==> config.mk <==
export PLATFORM = sky130hd
export DESIGN_NAME = fetch_pc_unit
export DESIGN_NICKNAME = d
export VERILOG_FILES = /design/src/rtl/fetch_pc_unit.sv
export SDC_FILE = /design/constraint.sdc
export NUM_CORES = 1
export LEC_CHECK = 0
export CORE_MARGIN = 2
export CORE_UTILIZATION = 45
export DETAILED_ROUTE_END_ITERATION = 10
export GPL_ROUTABILITY_DRIVEN = 1
export MAX_ROUTING_LAYER = met4
export PLACE_DENSITY = 0.73
export SKIP_LAST_GASP = 1
export SLEW_MARGIN = 25
export SYNTH_ARGS = -nofsm -noshare
export SYNTH_HDL_FRONTEND = slang
export SYNTH_SLANG_ARGS = --single-unit
==> constraint.sdc <==
create_clock -name clk -period 6.05 [get_ports clk]
set_input_delay 0.9075 -clock clk [delete_from_list [all_inputs] [get_ports clk]]
set_output_delay 0.9075 -clock clk [all_outputs]
set_load 0.02 [all_outputs]
==> src/rtl/fetch_pc_unit.sv <==
// Fetch program counter with trap/redirect/return-prediction arbitration.
// Drives the fetch address through a valid/ready handshake and tags each fetch with an epoch bit.
module fetch_pc_unit #(
    parameter int              XLEN         = 32,
    parameter logic [XLEN-1:0] RESET_VECTOR = 32'h8000_0000,
    parameter logic [XLEN-1:0] TRAP_VECTOR  = 32'h8000_0100,
    parameter int              STEP         = 4,
    parameter int              ALIGN_BITS   = 2,
    parameter int              RAS_DEPTH    = 4
) (
    input  logic            clk,
    input  logic            reset,
    input  logic            enable_n,
    input  logic            trap_valid,
    input  logic            redirect_valid,
    input  logic [XLEN-1:0] redirect_addr,
    input  logic            ras_push,
    input  logic            ras_pop,
    input  logic            fetch_ready,
    output logic            fetch_valid,
    output logic [XLEN-1:0] fetch_addr,
    output logic            fetch_epoch,
    output logic            misaligned,
    output logic            ras_empty,
    output logic            ras_full
);
    localparam int              PTR_W     = (RAS_DEPTH > 1) ? $clog2(RAS_DEPTH) : 1;
    localparam int              CNT_W     = $clog2(RAS_DEPTH + 1);
    localparam logic [PTR_W-1:0] LAST_IDX  = PTR_W'(RAS_DEPTH - 1);
    localparam logic [CNT_W-1:0] DEPTH_CNT = CNT_W'(RAS_DEPTH);
    localparam logic [XLEN-1:0]  STEP_INC  = XLEN'(STEP);

    typedef enum logic [1:0] {ST_RESET, ST_RUN, ST_FROZEN} state_t;

    state_t           state_reg, state_next;
    logic [XLEN-1:0]  pc_reg, pc_next;
    logic             epoch_reg, epoch_next;
    logic             misaligned_reg, misaligned_next;
    logic [CNT_W-1:0] count_reg, count_next;
    logic [PTR_W-1:0] top_reg, top_next;
    logic             ras_empty_reg, ras_full_reg;

    logic [XLEN-1:0]  ras_mem [RAS_DEPTH];
    logic [RAS_DEPTH-1:0] ras_wen;
    logic             ras_we;
    logic [PTR_W-1:0] ras_waddr;

    logic             active, fire, do_push, do_pop;
    logic [XLEN-1:0]  pc_plus, ras_top;
    logic [PTR_W-1:0] top_inc, top_dec;

    assign active  = (state_reg == ST_RUN) && !enable_n;
    assign fire    = active && fetch_ready;
    assign pc_plus = pc_reg + STEP_INC;
    assign ras_top = ras_mem[top_reg];
    assign top_inc = (top_reg == LAST_IDX) ? '0 : top_reg + PTR_W'(1);
    assign top_dec = (top_reg == '0) ? LAST_IDX : top_reg - PTR_W'(1);

    always_comb begin
        state_next = state_reg;
        if (enable_n) begin
            if (state_reg == ST_RUN) begin
                state_next = ST_FROZEN;
            end
        end else begin
            state_next = ST_RUN;
        end
    end

    // Trap beats redirect beats return prediction beats sequential advance.
    always_comb begin
        pc_next         = pc_reg;
        epoch_next      = epoch_reg;
        misaligned_next = 1'b0;
        do_push         = 1'b0;
        do_pop          = 1'b0;
        if (active) begin
            if (trap_valid) begin
                pc_next    = TRAP_VECTOR;
                epoch_next = ~epoch_reg;
            end else if (redirect_valid) begin
                epoch_next = ~epoch_reg;
                if (redirect_addr[ALIGN_BITS-1:0] != '0) begin
                    pc_next         = TRAP_VECTOR;
                    misaligned_next = 1'b1;
                end else begin
                    pc_next = redirect_addr;
                end
            end else if (fire) begin
                do_push = ras_push;
                do_pop  = ras_pop && (count_reg != '0);
                pc_next = do_pop ? ras_top : pc_plus;
            end
        end
    end

    // Circular stack: a push when full lands on the oldest slot, which follows the top.
    always_comb begin
        top_next   = top_reg;
        count_next = count_reg;
        ras_we     = 1'b0;
        ras_waddr  = top_reg;
        if (do_push && do_pop) begin
            ras_we    = 1'b1;
            ras_waddr = top_reg;
        end else if (do_push) begin
            ras_we    = 1'b1;
            ras_waddr = top_inc;
            top_next  = top_inc;
            if (count_reg != DEPTH_CNT) begin
                count_next = count_reg + CNT_W'(1);
            end
        end else if (do_pop) begin
            top_next   = top_dec;
            count_next = count_reg - CNT_W'(1);
        end
    end

    generate
        for (genvar gi = 0; gi < RAS_DEPTH; gi++) begin : g_ras_wen
            assign ras_wen[gi] = ras_we && (ras_waddr == PTR_W'(gi));
        end
    endgenerate

    always_ff @(posedge clk) begin
        for (int i = 0; i < RAS_DEPTH; i++) begin
            if (ras_wen[i]) begin
                ras_mem[i] <= pc_plus;
            end
        end
    end

    always_ff @(posedge clk) begin
        if (reset) begin
            state_reg      <= ST_RESET;
            pc_reg         <= RESET_VECTOR;
            epoch_reg      <= 1'b0;
            misaligned_reg <= 1'b0;
            count_reg      <= '0;
            top_reg        <= '0;
            ras_empty_reg  <= 1'b1;
            ras_full_reg   <= 1'b0;
        end else begin
            state_reg      <= state_next;
            pc_reg         <= pc_next;
            epoch_reg      <= epoch_next;
            misaligned_reg <= misaligned_next;
            count_reg      <= count_next;
            top_reg        <= top_next;
            ras_empty_reg  <= (count_next == '0);
            ras_full_reg   <= (count_next == DEPTH_CNT);
        end
    end

    assign fetch_valid = active;
    assign fetch_addr  = pc_reg;
    assign fetch_epoch = epoch_reg;
    assign misaligned  = misaligned_reg;
    assign ras_empty   = ras_empty_reg;
    assign ras_full    = ras_full_reg;

endmodule
==> metrics.yaml <==
max_slew.worst_pin.slew_ps: 1050
core_area_um2: 17400
vias: 5632
min-delay-path-class: "flop to flop"
hpwl_um: 13400
antenna_found_initial: 0
numPortBuffers: 76
drive_gt1_share_pct: 16.0
finish.net_count: 720
synthArstFlopShare_pct: 0
end_kind: "flop"
p_leak_uw: 0.00328
wirelength_um: 20000
grt_max_degree: 35
hold_start: "state_reg[0]"
ant_nets: 0
setup_viol: 0
r2r_cells: 10
whs_ps: 473
syn-mean-instance-area_um2: 13.2
critPathBufInv: 6
grt.total_usage_pct: 22.8
r2r_start: "count_reg[0]"
synth-seq-cells: 173
netlist-cell-type-count: 71
synth_top_area_cell: "edfxtp_1"
ys_seq_area_share_pct: 59.2
cts_buffers: 17
fin_cells: 911
critPathTopFamily: "buffers and inverters"
crit_top_cell: "buf_4"
vias_per_cell: 6.18
num-fill-cells: 1345
synth_top_area_share_pct: 48.0
status: "complete, no violations"
syn_nets: 655
largest_reg_flops: 128
hold-path-endpoint: "state_reg[0]"
cp_slowest_cell: "o32ai_4"
cp_data_arrival_time_ps: 4100
reg2reg_to: "ras_mem[0][28]"
cp_max_fo: 34
root_buffer: "clkbuf_16"
cp.required_ps: 6160
tns_ps: 0
ys.flop_type: "edfxtp_1"
synth.most_common_cell: "edfxtp_1"
clkTransAtPathRegs_ps: 60
stdcell_area_um2: 9630
grt_pass1_wl_um: 30900
post-place-cells: 879
path_cells: "clkdlybuf4s50_1 -> buf_4 -> nor2_2 -> buf_4 -> nand4_1 -> inv_1 -> ha_1 -> inv_1 -> o32ai_4 -> buf_4"
period_needed_ps: 3990
syn-cell-area_um2: 8010
rsz0062_at_grt: "no"
num_rows: 48
die_w_um: 137
start_kind: "input port"
slew_viol_final: 0
gp_congestion: 0.888
antennaDiodeCount: 0
syn_to_final_growth_pct: 20.2
r2r_slack_ps: 2710
htree_levels: 4
start_util_pct: 46.2
avgRoutedWirePerCell_um: 21.9
clk_latency_ps: 430
grt-ovfl-total: 0
synth_edf_count: 128
cts_resized: 0
ys_warn_count: 0
first_iter_violations: 670
grt_pass1_vias: 5515
clock_path_buffers: 2
final_hold_viol_count: 0
p_per_area_nw_per_um2: 264
clock-sinks: 173
fin_skew_ps: 5.48
place_area_um2: 9010
dr.pass1.iters: 5
relSlewSlack_pct: 29.5
vdd_drop_max_mv: 0.206
dieArea_um2: 18900
syn_inst: 608
worstHoldPathCells: 2
cts_setup_buffers: 0
finalCritPeriodShare_pct: 65.9
cpPeakStageDelay_ps: 810
cap_violations: 0
critPathKind: "input port to flop"
die_h_um: 137
postCtsHoldBufs: 0
final_util_pct: 55.5
synth_area_leaders: "edfxtp_1, dfxtp_1, mux4_2, a21oi_1, xnor2_1"
drc: 0
ys_top_cells_by_count: "edfxtp_1, a21oi_1, dfxtp_1, mux4_2"
fmax_mhz: 251
cts_tree: "done"
io_pins: 77
[worst register-to-register path, delay by kind of cell (launching register included)]
kind / cells / cell delay (ps)
adder cells (fa/ha/maj): 2 / 510
AO/OA/AOI/OAI: 1 / 540
AND/OR/NAND/NOR: 4 / 820
buffers and inverters: 3 / 840
flip-flops: 1 / 310
[where the power goes]
group / switching [uW] / leakage, uW / internal, uW / total (uW)
logic: 69.4 / 0.00130 / 54.7 / 124
registers: 8.60 / 0.00167 / 1270 / 1280
clock network: 451 / 0.000302 / 690 / 1140
[how the worst max path moves through the flow]
stage | slack, ps | start | cells after the start | end
global route | 1840 | redirect_valid | 10 | ras_mem[0][28]
CTS | 2120 | redirect_valid | 10 | ras_mem[0][29]
global placement | 1810 | redirect_valid | 10 | ras_mem[0][27]
floorplan | 950 | redirect_valid | 7 | ras_mem[1][0]
finish | 2060 | redirect_valid | 10 | ras_mem[0][28]
detailed placement | 1620 | redirect_valid | 10 | ras_mem[0][28]
[metrics by stage]
| stage | total power [uW] | setup WS (ps) |
|---|---|---|
| 5_1_grt | 2610 | 1840 |
| 6_report | 2540 | 2060 |
| 4_1_cts | 2550 | 2120 |
| 2_1_floorplan | 1360 | 951 |
| 3_5_place_dp | 1420 | 1620 |
| 3_3_place_gp | 1420 | 1810 |
[logic make-up after synthesis]
| logic type | after synthesis | share of synthesized area (%) |
|---|---|---|
| XOR/XNOR | 22 | 2.41 |
| AND/OR/NAND/NOR | 160 | 11.1 |
| buffers and inverters | 54 | 3.47 |
| multiplexers | 36 | 9.51 |
| flip-flops | 173 | 59.2 |
| AO/OA/AOI/OAI | 156 | 13.2 |
| adder cells (fa/ha/maj) | 7 | 1.09 |
[cell usage in the layout, fill, tap and decap left out, types with 7 or more instances in the layout]
cell,Yosys,routed
o31ai_1,14,14
a211oi_1,7,7
nor2_1,31,28
or3_1,8,8
nand2_1,31,31
mux4_2,32,32
nand4_1,14,14
edfxtp_1,128,128
nor4_1,8,8
a21o_1,10,10
clkbuf_16,0,17
a21oi_1,59,59
o31a_1,7,7
ha_1,7,7
buf_4,6,11
clkdlybuf4s50_1,0,76
nand3_1,22,22
xnor2_1,16,16
o21ai_0,17,16
nor3_1,9,9
inv_1,11,11
dfxtp_1,45,44
[metal layers]
layer,wire length [um],GRT usage (%),part of all wire (%)
met5,0,-,0
met4,413,7.22,2.1
met3,1370,5.48,6.8
met2,9430,34.7,47
met1,8780,30.5,44
[area by class of cell]
cell class | count | area [um2] | area share (%)
inverters | 12 | 50.0 | 0.520
flip-flops and latches | 173 | 4750 | 49.3
clock buffers | 17 | 425 | 4.42
well taps | 225 | 282 | 2.92
clock inverters | 15 | 194 | 2.01
repair buffers | 88 | 855 | 8.87
multi-input cells | 381 | 3080 | 32.0
Power figures use the tool's default switching activity.
